<file path="src/rtl/tc_wq_pkg.sv">
// Shared types and helpers for the register write-back queue.
// Default localparams describe the nominal bank (8 x 8-bit registers,
// 3-bit address, 4-entry queue); the modules override them via parameters.
package tc_wq_pkg;

  localparam int WQ_DATA_W     = 8;
  localparam int WQ_ADDR_W     = 3;
  localparam int WQ_NUM_REGS   = 8;
  localparam int WQ_DEPTH      = 4;

  // Upper bounds for the generic one-hot decoder.
  localparam int WQ_MAX_REGS   = 64;
  localparam int WQ_MAX_ADDR_W = 16;

  // Queue entry layout for the default bank.
  typedef struct packed {
    logic [WQ_ADDR_W-1:0] addr;
    logic [WQ_DATA_W-1:0] data;
  } wq_entry_t;

  // One-hot decode of addr; an address outside the bank decodes to all zeros
  // so the write is silently dropped.
  function automatic logic [WQ_MAX_REGS-1:0] onehot_dec(
    input logic [WQ_MAX_ADDR_W-1:0] addr,
    input int unsigned              num_regs
  );
    if (32'(addr) < num_regs) return WQ_MAX_REGS'(1) << addr;
    return '0;
  endfunction

endpackage

</file>
<file path="src/rtl/tc_wq_fifo.sv">
// Generic synchronous FIFO with flush and full visibility of its storage.
// Ports:
//   clk, rst      - clock, asynchronous active-low reset
//   push, pop     - enqueue wdata / dequeue head (ignored when full / empty)
//   flush         - synchronous clear, overrides push and pop
//   wdata, rdata  - tail write data, current head data
//   count         - number of valid entries; full / empty derived from it
//   entries/valid - raw storage and per-slot valid bits
module tc_wq_fifo #(
  parameter int WIDTH = 11,
  parameter int DEPTH = 4,
  localparam int PTR_W = $clog2(DEPTH),
  localparam int CNT_W = $clog2(DEPTH + 1)
) (
  input  logic                        clk,
  input  logic                        rst,
  input  logic                        push,
  input  logic                        pop,
  input  logic                        flush,
  input  logic [WIDTH-1:0]            wdata,
  output logic [WIDTH-1:0]            rdata,
  output logic [CNT_W-1:0]            count,
  output logic                        full,
  output logic                        empty,
  output logic [DEPTH-1:0][WIDTH-1:0] entries,
  output logic [DEPTH-1:0]            valid
);

  logic [DEPTH-1:0][WIDTH-1:0] mem;
  logic [PTR_W-1:0]            wr_ptr;
  logic [PTR_W-1:0]            rd_ptr;
  logic                        do_push;
  logic                        do_pop;
  logic [PTR_W-1:0]            offset;

  assign full    = (count == CNT_W'(DEPTH));
  assign empty   = (count == '0);
  assign do_push = push && !full;
  assign do_pop  = pop && !empty;
  assign rdata   = mem[rd_ptr];
  assign entries = mem;

  // A slot is live when its distance from the head is below count.
  always_comb begin
    valid  = '0;
    offset = '0;
    for (int i = 0; i < DEPTH; i++) begin
      offset   = PTR_W'(i) - rd_ptr;
      valid[i] = CNT_W'(offset) < count;
    end
  end

  always_ff @(posedge clk) begin
    if (do_push && !flush) mem[wr_ptr] <= wdata;
  end

  always_ff @(posedge clk or negedge rst) begin
    if (!rst) begin
      wr_ptr <= '0;
      rd_ptr <= '0;
      count  <= '0;
    end else if (flush) begin
      wr_ptr <= '0;
      rd_ptr <= '0;
      count  <= '0;
    end else begin
      if (do_push) wr_ptr <= wr_ptr + PTR_W'(1);
      if (do_pop)  rd_ptr <= rd_ptr + PTR_W'(1);
      unique case ({do_push, do_pop})
        2'b10:   count <= count + CNT_W'(1);
        2'b01:   count <= count - CNT_W'(1);
        default: count <= count;
      endcase
    end
  end

endmodule

</file>
<file path="src/rtl/tc_reg_write_queue.sv">
// Write-back queue feeding a bank of registers: buffers write requests in
// order and retires one per cycle as a one-hot save strobe plus data bus.
// Ports:
//   clk, rst                       - clock, asynchronous active-low reset
//   wr_valid/wr_ready/wr_addr/wr_data - write request handshake
//   flush                          - discard all queued entries
//   hold                           - bank cannot accept a write this cycle
//   save, reg_in                   - one-hot strobes and data to the bank
//   query_addr, query_pending      - hazard check against queued writes
//   count                          - number of queued entries
module tc_reg_write_queue
  import tc_wq_pkg::*;
#(
  parameter int BIT_WIDTH  = WQ_DATA_W,
  parameter int NUM_REGS   = WQ_NUM_REGS,
  parameter int ADDR_WIDTH = WQ_ADDR_W,
  parameter int DEPTH      = WQ_DEPTH,
  localparam int CNT_W     = $clog2(DEPTH + 1)
) (
  input  logic                  clk,
  input  logic                  rst,
  input  logic                  wr_valid,
  output logic                  wr_ready,
  input  logic [ADDR_WIDTH-1:0] wr_addr,
  input  logic [BIT_WIDTH-1:0]  wr_data,
  input  logic                  flush,
  input  logic                  hold,
  output logic [NUM_REGS-1:0]   save,
  output logic [BIT_WIDTH-1:0]  reg_in,
  input  logic [ADDR_WIDTH-1:0] query_addr,
  output logic                  query_pending,
  output logic [CNT_W-1:0]      count
);

  typedef struct packed {
    logic [ADDR_WIDTH-1:0] addr;
    logic [BIT_WIDTH-1:0]  data;
  } entry_t;

  localparam int EW = $bits(entry_t);

  entry_t                   head;
  entry_t                   tail_in;
  entry_t                   slot;
  logic [DEPTH-1:0][EW-1:0] entries;
  logic [DEPTH-1:0]         valid;
  logic                     full;
  logic                     empty;
  logic                     push;
  logic                     pop;

  // Gating with rst keeps ready low while the queue is held in reset.
  assign wr_ready = rst && !full;
  assign push     = wr_valid && wr_ready;
  assign pop      = !empty && !hold;
  assign tail_in  = '{addr: wr_addr, data: wr_data};

  tc_wq_fifo #(
    .WIDTH (EW),
    .DEPTH (DEPTH)
  ) u_fifo (
    .clk     (clk),
    .rst     (rst),
    .push    (push),
    .pop     (pop),
    .flush   (flush),
    .wdata   (tail_in),
    .rdata   (head),
    .count   (count),
    .full    (full),
    .empty   (empty),
    .entries (entries),
    .valid   (valid)
  );

  // Out-of-range addresses decode to zero: the entry still retires.
  always_comb begin
    save   = '0;
    reg_in = '0;
    if (pop) begin
      save   = NUM_REGS'(onehot_dec(WQ_MAX_ADDR_W'(head.addr), 32'(NUM_REGS)));
      reg_in = head.data;
    end
  end

  always_comb begin
    query_pending = 1'b0;
    slot          = '0;
    for (int i = 0; i < DEPTH; i++) begin
      slot = entries[i];
      if (valid[i] && (slot.addr == query_addr)) query_pending = 1'b1;
    end
  end

endmodule

</file>
<file path="config.mk">
export PLATFORM = sky130hd
export DESIGN_NAME = tc_reg_write_queue
export DESIGN_NICKNAME = d
export VERILOG_FILES = /design/src/rtl/tc_wq_pkg.sv /design/src/rtl/tc_wq_fifo.sv /design/src/rtl/tc_reg_write_queue.sv
export SDC_FILE = /design/constraint.sdc
export NUM_CORES = 1
export LEC_CHECK = 0
export ABC_AREA = 1
export CAP_MARGIN = 20
export CORE_ASPECT_RATIO = 1.4
export CORE_UTILIZATION = 48
export DETAILED_ROUTE_END_ITERATION = 8
export PLACE_DENSITY = 0.76
export SETUP_SLACK_MARGIN = 0.4
export SYNTH_ARGS = -nofsm -noshare
export SYNTH_HDL_FRONTEND = slang
export SYNTH_SLANG_ARGS = --single-unit
</file>
<file path="constraint.sdc">
create_clock -name clk -period 2.1 [get_ports clk]
set_clock_uncertainty 0.15 [all_clocks]
set_input_delay 0.21 -clock clk [delete_from_list [all_inputs] [get_ports clk]]
set_output_delay 0.21 -clock clk [all_outputs]
set_load 0.02 [all_outputs]
</file>
==> impl_metrics.ini, run 1 <==
[layout]
multi_input_area_um2 = 1062
seq_area_um2 = 1500
syn2layout_area_growth_pct = 52.19
fin_nets = 343
final_cells = 379
fill_cells = 319
n_antenna_cell = 0
final_core_util_pct = 76.87
drive_gt1_share_pct = 43.81
final_area_um2 = 3780

[floorplanning]
rows = 30
io_pins = 40
fp.dieW_um = 62.80
core_um2 = 4917
start_util_pct = 50.51
die_h_um = 87.11
die_area_um2 = 5470

[setup_path]
cp_data_required_time_ps = 1740
crit_type = reg2out
worst_path_max_delay_cell = dfrtp_1
rr_worst_depth = 13
cp.arrival_ps = 1840
start_kind = flip-flop
crit_chain = inv_2, nand2_2, nand2_2, inv_2, ha_4, a21oi_2, nor2_1, nor2_1, nor2_1, nand2_2, buf_6
r2r_start = u_fifo.count[1]$_DFFE_PN0P_
endpoint_kind = primary output
slowest_delay_ps = 420
worstPathMaxFanout = 4
rrSetupSlack_ps = 10
reg2reg_to = u_fifo.count[2]$_DFFE_PN0P_

[sta]
fin_crit_sh_pct = 104.9
hold_violations = 0
fmax_ghz = 0.4538
drv_slew = 0
setup_tns_ps = -569.6
setup_viol = 14
slew-limit-headroom_pct = 82.63
worst_pin_slew_ps = 260.6
finalCriticalPeriod_ps = 2204
rsz0062_at_grt = yes
hold_ws_ps = 191.5
finalWorstSetupSlack_ps = -103.7

[synth]
synth_simple_gate_area_share_pct = 14.61
synth_area_um2 = 2484
synth-seq-area-share_pct = 60.25
synth-adder-area-share_pct = 4.836
synth-compound-area-share_pct = 10.88
synthXorXnorAreaFrac_pct = 4.584
yosys_warnings = 0
synthesis.nets = 248
synth-seq-cells = 51
synth.area.mux_share_pct = 0
synth_top_family_by_area = simple AND/OR/NAND/NOR gates
synthCells = 220
ys_types = 28
synth_area_per_cell_um2 = 11.29

[detailed_routing]
wirelength_mm = 6.112
postRouteAntennaNets = 0
drcViolationCount = 0
first_iter_violations = 68
first_pass_iters = 4
viasPerCell = 5.354
wl_per_cell_um = 16.13
vias = 2029

[power_and_ir_drop]
p_per_area_nw_per_um2 = 822.2
netSwitchingFraction_pct = 32.16
p_seq_share_pct = 37.8
ir_drop_mv = 0.6267
p_comb_share_pct = 41.7
p_switching_mw = 0.9995
internal_power_mw = 2.108
finalPower_mw = 3.108
leakagePower_nw = 1.515
p_clk_share_pct = 20.5

[clocking]
h-tree-depth = 2
clk_latency_ps = 290
numClockSinks = 51
cts_buffer_depth = 2
cts.clk_slew.worst_paths_ps = 80
clockRootBuffer = clkbuf_8
numCtsBuffers = 5
cts_tree = yes

[global_route]
overflow = 0
track_usage_pct = 23.65
antenna_found_initial = 0
grt_start_max_net_pins = 15
grt_pass1_vias = 2094
grt_pass1_wl_mm = 9.591

[run_status]
status = finished, violations left
violations = setup timing

[worst_hold_path]
min_path_type = in2async

[place]
place_ws_ps = -224.7
io_buffers = 39
place_inst = 348
dp_hpwl_mm = 3.872
globalplace.congestion = 0.8923
place_area_um2 = 3286

[job]
cap_violations = 0
[synth_stat cells]
cell | number | area [um^2]
a21boi_2 | 1 | 11.26
a21oi_1 | 11 | 55.05
a21oi_2 | 2 | 17.52
a21oi_4 | 1 | 16.27
a22oi_1 | 17 | 127.6
a22oi_2 | 1 | 12.51
buf_4 | 1 | 7.510
buf_6 | 1 | 11.26
clkbuf_1 | 3 | 11.26
dfrtp_1 | 7 | 175.2
edfxtp_1 | 44 | 1321
fa_1 | 1 | 20.02
ha_1 | 8 | 100.1
inv_1 | 19 | 71.32
inv_2 | 5 | 18.77
nand2_1 | 28 | 105.1
nand2_2 | 3 | 18.77
nand3_1 | 14 | 70.07
nand3_2 | 1 | 10.01
nand3b_1 | 3 | 22.52
nand4_1 | 3 | 18.77
nor2_1 | 22 | 82.58
nor2_2 | 3 | 18.77
nor2_4 | 1 | 11.26
nor3_1 | 1 | 5.000
o21ai_0 | 6 | 30.03
xnor2_1 | 8 | 70.07
xor2_1 | 5 | 43.79
[flip-flops by register name, summed over array words and instances (netlist names)]
signal and cells:
u_fifo.wr_ptr 2, u_fifo.count 3, u_fifo.rd_ptr 2, u_fifo.entries 44
[repair_timing]
| item | CTS | global route |
|---|---|---|
| buffers inserted | 17 | 5 |
| gates resized for setup | 137 | 9 |
| gates cloned | 2 | 0 |
| pin swaps | 30 | 17 |
| hold buffers | 0 | 0 |
| setup endpoints to repair | 68 | 65 |
[metal layers]
metal / share of wire [%] / vias up / wire length, um / GRT usage, %
met3: 3.3 / 20 / 199 / 3.796
met1: 36 / 977 / 2201 / 23.94
met5: 0 / - / 0 / 0
met4: 3.0 / 0 / 182 / 12.47
met2: 58 / 76 / 3528 / 45.95
li1: - / 956 / - / -
[worst max-delay path by stage]
| stage | depth (start not counted) | start | slack, ps | end |
|---|---|---|---|---|
| CTS | 11 | u_fifo.rd_ptr[0]$_DFFE_PN0P_ | -60 | query_pending |
| global route | 11 | u_fifo.rd_ptr[0]$_DFFE_PN0P_ | -220 | query_pending |
| global placement | 11 | u_fifo.rd_ptr[1]$_DFFE_PN0P_ | -200 | query_pending |
| finish | 11 | u_fifo.rd_ptr[0]$_DFFE_PN0P_ | -100 | query_pending |
| detailed placement | 11 | u_fifo.rd_ptr[1]$_DFFE_PN0P_ | -220 | query_pending |
| floorplan | 11 | u_fifo.count[1]$_DFFE_PN0P_ | 200 | u_fifo.count[2]$_DFFE_PN0P_ |
[power by group through the flow]
stage	clock network (mW)	registers, mW	logic [mW]
6_report	0.636	1.17	1.30
5_1_grt	0.681	1.18	1.40
4_1_cts	0.640	1.17	1.21
3_5_place_dp	0	1.19	1.02
3_3_place_gp	0	1.19	1.00
2_1_floorplan	0	1.23	0.546
[cells in the final DEF, fill, tap and decap left out, types with 9 or more instances in the layout]
| cell | Yosys | routed |
|---|---|---|
| nand3_1 | 14 | 10 |
| buf_6 | 1 | 22 |
| nand2_2 | 3 | 9 |
| edfxtp_1 | 44 | 44 |
| a21oi_1 | 11 | 9 |
| nand2_1 | 28 | 19 |
| buf_4 | 1 | 42 |
| clkdlybuf4s50_1 | 0 | 18 |
| nor2_2 | 3 | 13 |
| inv_1 | 19 | 17 |
| a22oi_1 | 17 | 14 |
[kinds of logic (layout without fill, tap and decap cells)]
family,after synthesis,in the layout
adder cells (fa/ha/maj),9,9
buffers and inverters,29,124
XOR/XNOR,13,13
flip-flops,51,51
AO/OA/AOI/OAI,39,39
AND/OR/NAND/NOR,79,79
[worst max-delay path, delay by kind of cell (launching register included)]
kind | cells | cell delay, ps
adders and majority gates | 1 | 260
AOI/OAI and AO/OA | 1 | 40
buffers and inverters | 3 | 290
and+or+nand+nor | 6 | 540
DFF | 1 | 420
[cell type report]
class	count	area share (%)
clock inverters	1	0.7944
well taps	64	2.119
repair buffers	93	24.99
flip-flops and latches	51	39.69
inverters	24	2.383
clock buffers	6	1.920
multi-input cells	140	28.10
No activity file was read; power rests on OpenSTA's default activity.
==> inputs of run 2 (changes only) <==
- SKIP_LAST_GASP: default -> 1
==> impl_metrics.ini, run 2 (synthesized netlist as in run 1, its figures left out) <==
[place]
io_buffers = 39
place_inst = 348
place_area_um2 = 3286
dp_hpwl_mm = 3.872
globalplace.congestion = 0.8923

[global_route]
grt_pass1_wl_mm = 9.591
antenna_found_initial = 0
grt_pass1_vias = 2089
overflow = 0
grt_start_max_net_pins = 15
track_usage_pct = 23.55

[setup_path]
worstPathMaxFanout = 4
endpoint_kind = primary output
cp_data_required_time_ps = 1740
cp.arrival_ps = 1830
rr_worst_depth = 13
reg2reg_to = u_fifo.count[2]$_DFFE_PN0P_
rrSetupSlack_ps = 20
r2r_start = u_fifo.count[1]$_DFFE_PN0P_
start_kind = flip-flop
crit_type = reg2out

[detailed_routing]
drcViolationCount = 0
vias = 2056
wl_per_cell_um = 16.69
first_iter_violations = 100
first_pass_iters = 5
viasPerCell = 5.411
postRouteAntennaNets = 0
wirelength_mm = 6.342

[floorplanning]
die_area_um2 = 5470
fp.dieW_um = 62.80
die_h_um = 87.11
rows = 30
start_util_pct = 50.51
io_pins = 40
core_um2 = 4917

[layout]
final_cells = 380
fill_cells = 311
drive_gt1_share_pct = 43.67
final_area_um2 = 3807
largest_reg_flops = 44
syn2layout_area_growth_pct = 53.30
n_antenna_cell = 0
final_core_util_pct = 77.43
final_common_cell = edfxtp_1
fin_nets = 344
layout_common_cells = 44 x edfxtp_1, 40 x buf_4, 26 x buf_6

[sta]
hold_violations = 0
setup_viol = 16
slew-limit-headroom_pct = 82.69
hold_ws_ps = 201.4
worst_pin_slew_ps = 258.8
fin_crit_sh_pct = 104.4
finalWorstSetupSlack_ps = -92.79
rsz0062_at_grt = yes
fmax_ghz = 0.4560
drv_slew = 0
setup_tns_ps = -704.6
finalCriticalPeriod_ps = 2193

[job]
cap_violations = 0

[clocking]
numClockSinks = 51
h-tree-depth = 2
cts.clk_slew.worst_paths_ps = 80
numCtsBuffers = 5
clockRootBuffer = clkbuf_8
cts_buffer_depth = 2
clk_latency_ps = 290
cts_tree = yes

[power_and_ir_drop]
p_per_area_nw_per_um2 = 825.5
ir_drop_mv = 0.9967
leakagePower_nw = 1.522

[worst_hold_path]
min_path_type = in2async

[run_status]
violations = setup timing
status = finished, violations left
==> run 2: per-layer routing <==
metal / vias up / track usage, % / wire (um)
li1: 955 / - / -
met1: 1003 / 24.09 / 2257
met2: 80 / 45.55 / 3665
met3: 18 / 3.534 / 231
met4: 0 / 12.68 / 187
met5: - / 0 / 0
==> run 2: timing repair <==
item,CTS,global route
buffers inserted,17,6
hold buffers,0,0
pin swaps,29,23
gates cloned,2,0
gates resized for setup,124,29
setup endpoints to repair,68,65
==> run 2: metrics by stage <==
step                total power, mW  worst slack, ps
global placement              2.197           -202.0
finish                        3.143           -92.79
floorplan                     1.775            200.0
CTS                           3.007           -60.85
detailed placement            2.214           -224.7
global route                  3.289           -205.2
==> run 2: worst max path at each step <==
stage,endpoint,slack (ps),from
5_1_grt,query_pending,-210,u_fifo.rd_ptr[0]$_DFFE_PN0P_
2_1_floorplan,u_fifo.count[2]$_DFFE_PN0P_,200,u_fifo.count[1]$_DFFE_PN0P_
3_3_place_gp,query_pending,-200,u_fifo.rd_ptr[1]$_DFFE_PN0P_
4_1_cts,query_pending,-60,u_fifo.rd_ptr[0]$_DFFE_PN0P_
6_report,query_pending,-90,u_fifo.rd_ptr[0]$_DFFE_PN0P_
3_5_place_dp,query_pending,-220,u_fifo.rd_ptr[1]$_DFFE_PN0P_
==> run 2: layout make-up <==
class | count | area, um^2 | area share [%]
clock inverters | 1 | 30.03 | 0.7887
repair buffers | 94 | 954.7 | 25.07
well taps | 64 | 80.08 | 2.103
multi-input cells | 140 | 1077 | 28.29
flip-flops and latches | 51 | 1500 | 39.40
inverters | 24 | 92.59 | 2.432
clock buffers | 6 | 72.57 | 1.906
==> run 2: report_power, final <==
group	total (mW)	switching [mW]	leakage (nW)	internal, mW
clock	0.634	0.285	0.0513	0.349
sequential	1.18	0.0364	0.488	1.14
combinational	1.33	0.698	0.983	0.635
==> run 2: worst max-delay path, stage by stage (launching register included) <==
cell	delay (ps)
dfrtp_1	430
inv_2	130
nand2_4	70
nand2_2	70
inv_2	60
ha_4	260
a21oi_2	40
nor2_1	110
nor2_1	60
nor2_1	130
nand2_2	70
buf_6	120
==> inputs of run 3 (changes only) <==
- HOLD_SLACK_MARGIN: default -> 0.15
==> impl_metrics.ini, run 3 (synthesized netlist as in run 1, its figures left out) <==
[layout]
syn2layout_area_growth_pct = 53.80
seq_area_um2 = 1500
drive_gt1_share_pct = 43.40
final_common_cell = edfxtp_1
layout_common_cells = 44 x edfxtp_1, 40 x buf_4, 26 x buf_6
n_antenna_cell = 0
fin_nets = 346
final_cells = 382
largest_reg_flops = 44
multi_input_area_um2 = 1070
final_area_um2 = 3820
fill_cells = 309

[place]
place_area_um2 = 3286
dp_hpwl_mm = 3.872
globalplace.congestion = 0.8923
io_buffers = 39
place_ws_ps = -224.7
place_inst = 348

[sta]
hold_violations = 0
slew-limit-headroom_pct = 83.13
fmax_ghz = 0.4574
fin_crit_sh_pct = 104.1
worst_pin_slew_ps = 252.3
rsz0062_at_grt = yes
finalCriticalPeriod_ps = 2186
finalWorstSetupSlack_ps = -86.10
setup_viol = 16
drv_slew = 0
setup_tns_ps = -668.7

[setup_path]
cp.arrival_ps = 1830
rrSetupSlack_ps = 20
endpoint = query_pending
rr_worst_depth = 13
reg2reg_to = u_fifo.count[2]$_DFFE_PN0P_
cp_data_required_time_ps = 1740
worstPathMaxFanout = 4
start_kind = flip-flop
endpoint_kind = primary output
r2r_start = u_fifo.count[1]$_DFFE_PN0P_
crit_type = reg2out
crit_start = u_fifo.rd_ptr[0]$_DFFE_PN0P_

[clocking]
clk_latency_ps = 290
cts.clk_slew.worst_paths_ps = 90
clockRootBuffer = clkbuf_8
h-tree-depth = 2
cts_tree = yes
numCtsBuffers = 5
cts_buffer_depth = 2
numClockSinks = 51

[run_status]
status = finished, violations left
violations = setup timing

[detailed_routing]
postRouteAntennaNets = 0
wl_per_cell_um = 16.61
first_iter_violations = 118
wirelength_mm = 6.344
first_pass_iters = 4
drcViolationCount = 0
viasPerCell = 5.374
vias = 2053

[worst_hold_path]
min_path_type = in2reg
worstHoldStart = wr_data[7]

[power_and_ir_drop]
netSwitchingFraction_pct = 32.54
p_per_area_nw_per_um2 = 824.9
p_comb_share_pct = 42.2
internal_power_mw = 2.126
p_switching_mw = 1.025
leakagePower_nw = 1.530
ir_drop_mv = 1.023
p_seq_share_pct = 37.3
p_clk_share_pct = 20.5

[global_route]
track_usage_pct = 23.64
grt_pass1_vias = 2092
antenna_found_initial = 0
grt_start_max_net_pins = 15
overflow = 0
grt_pass1_wl_mm = 9.625

[floorplanning]
io_pins = 40
core_um2 = 4917
die_h_um = 87.11
start_util_pct = 50.51
die_area_um2 = 5470
rows = 30
fp.dieW_um = 62.80

[job]
cap_violations = 0
[run 3: cell types whose count changed in the layout (fill, tap and decap cells not counted)]
cell	delta
nand3_4	-1
dlygate4sd3_1	+2
nand3_2	+1
[run 3: final cells by class]
cell class              count  share of cell area (%)
well taps                  64                   2.096
flip-flops and latches     51                   39.27
inverters                  24                   2.424
repair buffers             96                   25.52
clock buffers               6                   1.900
clock inverters             1                  0.7861
multi-input cells         140                   28.01
[run 3: worst min-delay path by stage]
stage,end,slack [ps],cells past startpoint
2_1_floorplan,u_fifo.count[0]$_DFFE_PN0P_,-240,0
3_3_place_gp,u_fifo.wr_ptr[0]$_DFFE_PN0P_,400,1
3_5_place_dp,u_fifo.wr_ptr[0]$_DFFE_PN0P_,410,1
4_1_cts,u_fifo.entries[40]$_DFFE_PP_,390,1
5_1_grt,u_fifo.entries[15]$_DFFE_PP_,400,1
6_report,u_fifo.entries[40]$_DFFE_PP_,390,1
[run 3: through the flow]
step	util, %	power [mW]	hold WS (ps)
after floorplan	-	1.775	-235.6
after global placement	66.82	2.197	398.4
after CTS	74.58	3.010	390.7
final	77.68	3.151	391.7
after detailed placement	66.82	2.214	406.3
after global routing	77.68	3.290	402.7
[run 3: layer usage]
| layer | vias up | routed length (um) | GRT usage [%] |
|---|---|---|---|
| met4 | 0 | 274 | 12.68 |
| li1 | 961 | - | - |
| met3 | 27 | 168 | 3.403 |
| met2 | 73 | 3594 | 45.95 |
| met1 | 992 | 2306 | 24.09 |
| met5 | - | 0 | 0 |
[run 3: power groups by stage]
stage               clock, mW  combinational [mW]  sequential (mW)
finish                  0.645                1.33             1.18
global route            0.682                1.43             1.18
CTS                     0.640                1.20             1.17
detailed placement          0                1.02             1.19
global placement            0                1.00             1.19
floorplan                   0               0.546             1.23
[run 3: worst max-delay path, cell delays in order (launching register included)]
cell and delay (ps):
dfrtp_1 420, inv_2 130, nand2_4 70, nand2_2 70, inv_2 60, ha_4 260, a21oi_2 40, nor2_1 110
nor2_1 60, nor2_1 130, nand2_2 70, buf_6 120
[run 3: timing repair]
action | CTS | global route
pin swaps | 29 | 23
hold buffers | 2 | 0
endpoints found under the hold margin | 3 | 0
gates cloned | 2 | 0
setup endpoints to repair | 68 | 65
resized for setup | 124 | 28
buffers inserted | 17 | 6
